`config.mk`:
```
export PLATFORM = sky130hd
export DESIGN_NAME = pipeline_ctrl_unit_flat
export DESIGN_NICKNAME = d
export VERILOG_FILES = /design/src/rtl/pipeline_ctrl_if.sv /design/src/rtl/pipeline_ctrl_unit.sv /design/src/flat_wrapper.sv
export SDC_FILE = /design/constraint.sdc
export NUM_CORES = 1
export LEC_CHECK = 0
export CORE_MARGIN = 2
export CORE_UTILIZATION = 56
export CTS_CLUSTER_SIZE = 14
export DETAILED_ROUTE_END_ITERATION = 10
export GPL_ROUTABILITY_DRIVEN = 0
export PLACE_DENSITY = 0.86
export SLEW_MARGIN = 30
export SYNTH_ARGS = -nofsm -noshare
export SYNTH_HDL_FRONTEND = slang
export SYNTH_SLANG_ARGS = --single-unit
```
`constraint.sdc`:
```
create_clock -name clock_i -period 6.9 [get_ports clock_i]
set_input_delay 1.035 -clock clock_i [delete_from_list [all_inputs] [get_ports clock_i]]
set_output_delay 1.035 -clock clock_i [all_outputs]
set_load 0.01 [all_outputs]
```
`src/rtl/pipeline_ctrl_if.sv`:
```
// Control bundle between the pipeline datapath and its stall/flush/trap sequencer.
// Latency: n/a (wiring only).
// Backpressure: n/a; request side drives levels, controller side answers the same cycle.
interface pipeline_ctrl_if #(
    parameter int NUM_STAGES = 5,
    parameter int NUM_SRC    = 4,
    parameter int EXC_W      = 3,
    parameter int CNT_W      = 32
);
    // requests from the pipeline
    logic [NUM_SRC-1:0]       stall_req;
    logic                     branch_taken;
    logic                     exc_valid;
    logic [EXC_W-1:0]         exc_code;
    logic                     perf_clear;
    // controls back to the pipeline registers and fetch
    logic [NUM_STAGES-1:0]    stall_out;
    logic [NUM_STAGES-1:0]    bubble_out;
    logic                     any_stall;
    logic                     pc_redirect;
    logic                     trap_redirect;
    logic [EXC_W-1:0]         trap_code;
    logic                     busy;
    logic [NUM_SRC*CNT_W-1:0] stall_cnt;

    modport master (
        output stall_req, branch_taken, exc_valid, exc_code, perf_clear,
        input  stall_out, bubble_out, any_stall, pc_redirect, trap_redirect,
               trap_code, busy, stall_cnt
    );

    modport slave (
        input  stall_req, branch_taken, exc_valid, exc_code, perf_clear,
        output stall_out, bubble_out, any_stall, pc_redirect, trap_redirect,
               trap_code, busy, stall_cnt
    );
endinterface

```
`src/rtl/pipeline_ctrl_unit.sv`:
```
// Stall/flush/trap sequencer: merges stall sources into hold/bubble vectors, runs RUN/DRAIN/REDIRECT for traps.
// Latency: hold/bubble/pc_redirect combinational; trap_redirect registered, issued 1 + drain cycles after the exception.
// Backpressure: older stall sources defer branches/exceptions and freeze the drain count; requests are levels.
module pipeline_ctrl_unit #(
    parameter int                 NUM_STAGES   = 5,
    parameter int                 NUM_SRC      = 4,
    parameter logic [NUM_SRC*3-1:0] SRC_STAGE  = {3'd3, 3'd2, 3'd1, 3'd0},
    parameter int                 BRANCH_STAGE = 1,
    parameter int                 EXC_STAGE    = 3,
    parameter int                 EXC_W        = 3,
    parameter int                 CNT_W        = 32
) (
    input  logic           clock_i,
    input  logic           reset_i,
    pipeline_ctrl_if.slave bus
);

    typedef enum logic [1:0] {S_RUN, S_DRAIN, S_REDIR} state_t;

    // cycles the younger side stays bubbled while instructions older than the trap retire
    localparam logic [3:0] DRAIN_CYC = 4'(NUM_STAGES - 1 - EXC_STAGE);

    state_t                 state_q, state_d;
    logic [3:0]             drain_q, drain_d;
    logic [EXC_W-1:0]       trap_code_q;
    logic                   trap_redir_q;
    logic [CNT_W-1:0]       cnt_q [NUM_SRC];

    logic                   act_any;
    logic                   older_exc;
    logic                   blk_br;
    logic [2:0]             hs;
    logic [NUM_STAGES-1:0]  hold_stall, hold_bubble;
    logic                   exc_take, br_take;
    logic [NUM_STAGES-1:0]  stall_d, bubble_d;
    logic                   pc_redir_d;

    // Decode active sources: highest stalling stage and whether anything blocks a branch or trap
    always_comb begin
        act_any   = 1'b0;
        older_exc = 1'b0;
        blk_br    = 1'b0;
        hs        = 3'd0;
        for (int k = 0; k < NUM_SRC; k++) begin
            if (bus.stall_req[k]) begin
                act_any = 1'b1;
                if (SRC_STAGE[3*k +: 3] > hs) hs = SRC_STAGE[3*k +: 3];
                if (int'(SRC_STAGE[3*k +: 3]) > EXC_STAGE)     older_exc = 1'b1;
                if (int'(SRC_STAGE[3*k +: 3]) >= BRANCH_STAGE) blk_br    = 1'b1;
            end
        end
        hold_stall  = '0;
        hold_bubble = '0;
        for (int i = 0; i < NUM_STAGES; i++) begin
            if (i <= int'(hs))     hold_stall[i]  = 1'b1;
            if (i == int'(hs) + 1) hold_bubble[i] = 1'b1;
        end
        // exception outranks a branch in the same cycle
        exc_take = (state_q == S_RUN) && bus.exc_valid && !older_exc;
        br_take  = (state_q == S_RUN) && bus.branch_taken && !blk_br && !exc_take;
    end

    // State register plus trap bookkeeping
    always_ff @(posedge clock_i) begin
        if (reset_i) begin
            state_q      <= S_RUN;
            drain_q      <= 4'd0;
            trap_code_q  <= '0;
            trap_redir_q <= 1'b0;
        end else begin
            state_q      <= state_d;
            drain_q      <= drain_d;
            trap_redir_q <= (state_d == S_REDIR);
            if (exc_take) trap_code_q <= bus.exc_code;
        end
    end

    // Next state: drain counts down only while no older source holds the back end
    always_comb begin
        state_d = state_q;
        drain_d = drain_q;
        case (state_q)
            S_RUN: begin
                if (exc_take) begin
                    state_d = S_DRAIN;
                    drain_d = DRAIN_CYC;
                end
            end
            S_DRAIN: begin
                if (!older_exc) begin
                    if (drain_q <= 4'd1) state_d = S_REDIR;
                    else                 drain_d = drain_q - 4'd1;
                end
            end
            S_REDIR: state_d = S_RUN;
            default: state_d = S_RUN;
        endcase
    end

    // Outputs: hold/bubble vectors and branch redirect for the current state
    always_comb begin
        stall_d    = '0;
        bubble_d   = '0;
        pc_redir_d = 1'b0;
        case (state_q)
            S_RUN: begin
                if (exc_take) begin
                    // kill everything from ID through the excepting instruction
                    for (int i = 1; i < NUM_STAGES; i++)
                        if (i <= EXC_STAGE + 1) bubble_d[i] = 1'b1;
                end else if (br_take) begin
                    // younger stalls are moot: their instructions are being squashed
                    pc_redir_d = 1'b1;
                    for (int i = 1; i < NUM_STAGES; i++)
                        if (i <= BRANCH_STAGE) bubble_d[i] = 1'b1;
                end else if (act_any) begin
                    stall_d  = hold_stall;
                    bubble_d = hold_bubble;
                end
            end
            S_DRAIN: begin
                if (older_exc) begin
                    stall_d  = hold_stall;
                    bubble_d = hold_bubble;
                end else begin
                    stall_d[0]  = 1'b1;
                    bubble_d[1] = 1'b1;
                end
            end
            S_REDIR: stall_d[0] = 1'b1;
            default: stall_d    = '0;
        endcase
    end

    // Saturating per-source stall counters; clear wins over increment
    always_ff @(posedge clock_i) begin
        if (reset_i || bus.perf_clear) begin
            for (int k = 0; k < NUM_SRC; k++) cnt_q[k] <= '0;
        end else begin
            for (int k = 0; k < NUM_SRC; k++)
                if (bus.stall_req[k] && (cnt_q[k] != {CNT_W{1'b1}}))
                    cnt_q[k] <= cnt_q[k] + CNT_W'(1);
        end
    end

    for (genvar k = 0; k < NUM_SRC; k++) begin : g_cnt
        assign bus.stall_cnt[k*CNT_W +: CNT_W] = cnt_q[k];
    end

    assign bus.stall_out     = stall_d;
    assign bus.bubble_out    = bubble_d;
    assign bus.any_stall     = |stall_d;
    assign bus.pc_redirect   = pc_redir_d;
    assign bus.trap_redirect = trap_redir_q;
    assign bus.trap_code     = trap_code_q;
    assign bus.busy          = (state_q != S_RUN);

endmodule

```
`src/flat_wrapper.sv`:
```
// flat-port wrapper written by rule: the top's interface ports become plain ports
module pipeline_ctrl_unit_flat 
#(
    parameter int                 NUM_STAGES   = 5,
    parameter int                 NUM_SRC      = 4,
    parameter logic [NUM_SRC*3-1:0] SRC_STAGE  = {3'd3, 3'd2, 3'd1, 3'd0},
    parameter int                 BRANCH_STAGE = 1,
    parameter int                 EXC_STAGE    = 3,
    parameter int                 EXC_W        = 3,
    parameter int                 CNT_W        = 32
)
  (clock_i, reset_i, bus_stall_req, bus_branch_taken, bus_exc_valid, bus_exc_code, bus_perf_clear, bus_stall_out, bus_bubble_out, bus_any_stall, bus_pc_redirect, bus_trap_redirect, bus_trap_code, bus_busy, bus_stall_cnt);
  pipeline_ctrl_if #(.NUM_STAGES(NUM_STAGES), .NUM_SRC(NUM_SRC), .EXC_W(EXC_W), .CNT_W(CNT_W)) bus_i ();
  input  logic clock_i;
  input  logic reset_i;
  input wire logic [$bits(bus_i.stall_req)-1:0] bus_stall_req;
  input wire logic [$bits(bus_i.branch_taken)-1:0] bus_branch_taken;
  input wire logic [$bits(bus_i.exc_valid)-1:0] bus_exc_valid;
  input wire logic [$bits(bus_i.exc_code)-1:0] bus_exc_code;
  input wire logic [$bits(bus_i.perf_clear)-1:0] bus_perf_clear;
  output wire logic [$bits(bus_i.stall_out)-1:0] bus_stall_out;
  output wire logic [$bits(bus_i.bubble_out)-1:0] bus_bubble_out;
  output wire logic [$bits(bus_i.any_stall)-1:0] bus_any_stall;
  output wire logic [$bits(bus_i.pc_redirect)-1:0] bus_pc_redirect;
  output wire logic [$bits(bus_i.trap_redirect)-1:0] bus_trap_redirect;
  output wire logic [$bits(bus_i.trap_code)-1:0] bus_trap_code;
  output wire logic [$bits(bus_i.busy)-1:0] bus_busy;
  output wire logic [$bits(bus_i.stall_cnt)-1:0] bus_stall_cnt;
  assign bus_i.stall_req = bus_stall_req;
  assign bus_i.branch_taken = bus_branch_taken;
  assign bus_i.exc_valid = bus_exc_valid;
  assign bus_i.exc_code = bus_exc_code;
  assign bus_i.perf_clear = bus_perf_clear;
  assign bus_stall_out = bus_i.stall_out;
  assign bus_bubble_out = bus_i.bubble_out;
  assign bus_any_stall = bus_i.any_stall;
  assign bus_pc_redirect = bus_i.pc_redirect;
  assign bus_trap_redirect = bus_i.trap_redirect;
  assign bus_trap_code = bus_i.trap_code;
  assign bus_busy = bus_i.busy;
  assign bus_stall_cnt = bus_i.stall_cnt;
  pipeline_ctrl_unit #(.NUM_STAGES(NUM_STAGES), .NUM_SRC(NUM_SRC), .SRC_STAGE(SRC_STAGE), .BRANCH_STAGE(BRANCH_STAGE), .EXC_STAGE(EXC_STAGE), .EXC_W(EXC_W), .CNT_W(CNT_W)) u_core (.clock_i(clock_i), .reset_i(reset_i), .bus(bus_i));
endmodule
```
* Word-level counts from Yosys, hierarchy flattened
Memories as Yosys holds them, arrays and structs flattened. Cells that the tools add are included.
Word-level totals: bits in registers 10, RAM bits 128, output and inout port bits 145, memories kept 1
Cells by class: add/sub/neg operators 6, order comparisons 7, eq/ne operators 13, multiplexer cells 60, bitwise logic cells 4, reductions and logical operators 18
Memories:
- u_core.cnt_q | words 4, bits a word 32, read ports 4, clocked after memory_dff 0, wr ports 4, line pipeline_ctrl_unit.sv:27 | logic [CNT_W-1:0] cnt_q [NUM_SRC];
Operator list (count):
- adder 32 x 1 -> 32 bit, second input constant | 4
- two-way mux 32 bit | 4
- != test 32 bit, second input constant | 4
- == test 3 x 32 -> 1 bit, first input constant | 2
- two-way mux 1 bit | 37
- == test 2 x 32 -> 1 bit, first input constant | 1
- == test 4 x 32 -> 1 bit, first input constant | 1
- zero test 32 bit | 1
- two-way mux 5 bit | 4
- two-way mux 4 bit | 4
- case mux 5 bit (2 select lines) | 1
- two-way mux 3 bit | 3
- logical AND 1 bit | 8
- two-way mux 2 bit | 4
- case mux 4 bit (2 select lines) | 1
- less-or-equal comparator 2 x 3 -> 1 bit, first input constant | 2
- OR reduction 5 bit | 1
- adder 3 x 1 -> 4 bit, second input constant | 1
- == test 2 bit, second input constant | 2
- less-or-equal comparator 4 x 1 -> 1 bit, second input constant | 1
- OR 1 bit | 4
- case mux 2 bit (2 select lines) | 1
- nonzero test 2 bit | 2
- subtractor 4 x 1 -> 4 bit, second input constant | 1
- other kinds (13) | 14

* Longest topological paths before layout
word-level depth 14, depth in mapped cells 9, gate-level depth less buffers 7

* Worst setup path before layout
OpenSTA, ideal clock, no wires.
path type register to register, start point memory u_core.cnt_q[0][0], end point memory u_core.cnt_q[0][0] (enable), arrival time 3.694 ns, slack 2.741 ns, stages on the path, launching flop included 8, period minus slack after synthesis 4.159 ns, cell sequence edfxtp_1 > ha_1 > and2_1 > and2_1 > buf_2 > nand4_1 > nor2_1 > o21ai_0
RTL lines (line):
- start, declared | pipeline_ctrl_unit.sv:27

* Final worst setup path
start point input port bus_stall_req[3], end point output port bus_any_stall
Between the ends: longest elaborated chain between the ends 8, elaborated cells between the ends (all ways) 20, those cells by class order compare: 4; mux: 12; reduce/logical: 4
RTL lines:
- start, declared | line flat_wrapper.sv:16 | input wire logic [$bits(bus_i.stall_req)-1:0] bus_stall_req;
- two-way mux 3 bit or two-way mux 1 bit (tied branches) | line pipeline_ctrl_unit.sv:45 | if (bus.stall_req[k]) begin
- less-or-equal comparator 1 x 3 -> 1 bit, or another cell as far along | line pipeline_ctrl_unit.sv:55 | if (i <= int'(hs)) hold_stall[i] = 1'b1;
- two-way mux 1 bit or logical AND 1 bit (tied branches) | line pipeline_ctrl_unit.sv:55, pipeline_ctrl_unit.sv:60
- two-way mux 5 bit or logical AND 1 bit (tied branches) | line pipeline_ctrl_unit.sv:116, pipeline_ctrl_unit.sv:60
- two-way mux 5 bit (*) | line pipeline_ctrl_unit.sv:111 | end else if (br_take) begin
- two-way mux 5 bit (*) | line pipeline_ctrl_unit.sv:107 | if (exc_take) begin
- two-way mux 4 bit or case mux 1 bit (2 select lines) (tied branches)
- OR reduction 5 bit (*) | line pipeline_ctrl_unit.sv:152 | assign bus.any_stall = |stall_d;
- end, declared | line flat_wrapper.sv:23 | output wire logic [$bits(bus_i.any_stall)-1:0] bus_any_stall;
Every way passes the cells marked *; elsewhere a longest branch is shown, timed or not.

==> impl_metrics.ini <==
[die]
die_y_um = 121
row_count = 42
die_x_um = 121
start_util = 0.575
dieArea_um2 = 14600
coreArea_um2 = 13300
ios = 157

[sta]
fin_skew_ns = 0.00797
finalMaxSlewViolations = 0
hold_viol = 0
tns_ns = 0
rsz0062_at_grt = no
worst_pin_slew_ns = 0.949
setup_viol = 0
fin_crit_ns = 4.42
period_share = 0.640
fmax_mhz = 226
slew_headroom = 0.365

[power_and_ir_drop]
leakage_nw = 3.37
vdd_drop_max_uv = 198
p_per_area_nw_per_um2 = 215
finalPower_mw = 2.14

[setup_path]
rr_startpoint = u_core.cnt_q[1][6]$_SDFFCE_PN0P_
cp.arrival_ns = 3.38
critical_path_class = input port to primary output
ff2ff_setup_slack_ns = 4.14
reg2regPathDepth = 5
startpoint = bus_stall_req[3]
start_kind = input port
crit_end = bus_any_stall
required_ns = 5.86
rr_endpoint = u_core.cnt_q[1][13]$_SDFFCE_PN0P_
worstPathMaxFanout = 6
endpoint_kind = primary output

[clock_network]
numClockSinks = 138
root_buffer = clkbuf_16
cts_resized = 0
clkTransAtPathRegs_ns = 0.05
cts_max_level = 4
hold_buffers = 0
cts_buffers = 17
cts_max_path_buffers = 2
clk_latency_ns = 0.42
cts_tree = yes
post-cts-setup-buffers = 0

[yosys]
synth.avg_cell_area_um2 = 9.95
synthMuxAreaShare = 0.00131
synthAdderAreaFrac = 0.0147
synth.distinct_cells = 42
synth_compound_area_frac = 0.0330
synth_xor_area_frac = 0.127
seq_area_frac_synth = 0.529
synth_warnings = 0
ys_ff_latch = 138
yosys.area_share.simple = 0.268
synth_edf_count = 128
netlist_instances = 769
synth_top_family_by_area = simple AND/OR/NAND/NOR gates
netlist_area_um2 = 7650
ys_async_sr_fraction = 0
synthFlopType = edfxtp_1

[grt]
grt_pass1_wl_mm = 29.1
grt_most_used_layer = met2
overflow = 0
grt_max_degree = 33
grt_use_met1 = 0.316
antenna_found_initial = 0
grt_pass1_vias = 5985
use_met3 = 0.0606
use_met2 = 0.425
grt_usage = 0.252

[route]
routed_via_density = 5.68
ant_nets = 0
vias = 6332
drt_pass1_iterations = 5
drt_iter0_drc = 490
wl_per_cell_um = 16.1
drt_wl_total_mm = 17.9
drc = 0

[outcome]
outcome = complete, no violations

[layout]
finalNetCount = 947
layout-drive-gt1-share = 0.0564
fillers = 936
final_common_cell = nor2_1
mostFrequentLayoutCells = nor2_1, clkdlybuf4s50_1, edfxtp_1
area_growth_pct = 30.2
diodes = 0

[job]
drv_cap = 0

[worst_hold_path]
hold_path.class = flip-flop to flip-flop

[placement]
hpwl_mm = 12.4
io_buffers = 154
[worst min path at each step]
stage | startpoint | to | slack [ns] | cells after the start
2_1_floorplan | u_core.drain_q[3]$_SDFFE_PP0P_ | u_core.drain_q[3]$_SDFFE_PP0P_ | 0.48 | 2
3_3_place_gp | u_core.bus.trap_code[2]$_SDFFE_PP0P_ | u_core.bus.trap_code[2]$_SDFFE_PP0P_ | 0.44 | 2
3_5_place_dp | u_core.bus.trap_code[1]$_SDFFE_PP0P_ | u_core.bus.trap_code[1]$_SDFFE_PP0P_ | 0.45 | 2
4_1_cts | u_core.bus.trap_code[1]$_SDFFE_PP0P_ | u_core.bus.trap_code[1]$_SDFFE_PP0P_ | 0.46 | 2
5_1_grt | u_core.bus.trap_code[2]$_SDFFE_PP0P_ | u_core.bus.trap_code[2]$_SDFFE_PP0P_ | 0.48 | 2
6_report | u_core.bus.trap_code[1]$_SDFFE_PP0P_ | u_core.bus.trap_code[1]$_SDFFE_PP0P_ | 0.46 | 2
[cells by family after synthesis]
kind of cell | count (synthesis)
DFF | 138
adders and majority gates | 9
xor gates and xnor gates | 111
other | 1
buffers and inverters | 49
AOI/OAI and AO/OA | 45
muxes | 1
and+or+nand+nor | 415
[where the power goes]
| group | switching (mW) | total, mW | internal, mW | leakage (nW) |
|---|---|---|---|---|
| clock network | 0.330 | 0.860 | 0.530 | 0.276 |
| logic | 0.133 | 0.267 | 0.135 | 1.52 |
| registers | 0.0544 | 1.01 | 0.957 | 1.57 |
| total | 0.517 | 2.14 | 1.62 | 3.37 |
[layout make-up]
class                   count  area, um^2  share of cell area
flip-flops and latches    138        4040               0.406
inverters                  26        97.6             0.00980
multi-input cells         583        3450               0.346
clock buffers              24         492              0.0494
well taps                 176         220              0.0221
repair buffers            160        1590               0.159
clock inverters             8        70.1             0.00704
[synthesized netlist by cell type (2+ instances only)]
library cell  count  share of area
dfxtp_1          10          0.026
o22ai_1           2         0.0016
or4_1             2         0.0020
nor2b_1           2         0.0016
nand3b_1          2         0.0020
nor4_4            2         0.0056
or2_2             7         0.0057
a21oi_1          18          0.012
and4_1            7         0.0080
or3_1            10         0.0082
edfxtp_1        128           0.50
inv_1            26          0.013
nand2_1          60          0.029
ha_1              9          0.015
and3_1           17          0.014
and2_1            6         0.0049
nand3_1          59          0.039
nor2_1          158          0.078
o21ai_0          15         0.0098
nor4_1           10         0.0082
nor3_1           18          0.012
nand4_1          44          0.036
xor2_1           73          0.084
a31oi_1           2         0.0016
buf_2            11         0.0072
buf_4             2         0.0020
nand4b_1          5         0.0057
o21bai_1          4         0.0039
xnor2_1          38          0.043
clkbuf_1         10         0.0049
[registers in the layout (all words and copies together), names as in the netlist]
signal,flops
u_core.cnt_q,128
u_core.drain_q,4
u_core.bus.trap_code,3
u_core.state_q,2
u_core.bus.trap_redirect,1
[routing by layer]
metal / part of all wire / vias to the layer above / routed length (um)
met2: 0.51 / 252 / 9090
met5: 0 / - / 0
met3: 0.065 / 26 / 1160
li1: - / 3049 / -
met1: 0.41 / 3005 / 7370
met4: 0.018 / 0 / 325
[metrics by stage]
stage / hold WS (ns) / instances / utilization / area (um^2) / setup WS [ns]
2_1_floorplan: 0.480 / 770 / - / 7650 / 2.74
3_3_place_gp: 0.441 / 1083 / 0.705 / 9370 / 2.48
3_5_place_dp: 0.450 / 1083 / 0.707 / 9400 / 2.40
4_1_cts: 0.458 / 1115 / 0.749 / 9960 / 2.39
5_1_grt: 0.476 / 1115 / 0.749 / 9960 / 2.27
6_report: 0.457 / 1115 / 0.749 / 9960 / 2.48
[critical path: stages]
cell and delay, ns:
clkdlybuf4s50_1 0.56, nor3_1 0.70, o21ai_0 0.22, a21oi_1 0.24, o22ai_1 0.11, clkdlybuf4s50_1 0.51
No activity file was read; power rests on OpenSTA's default activity.
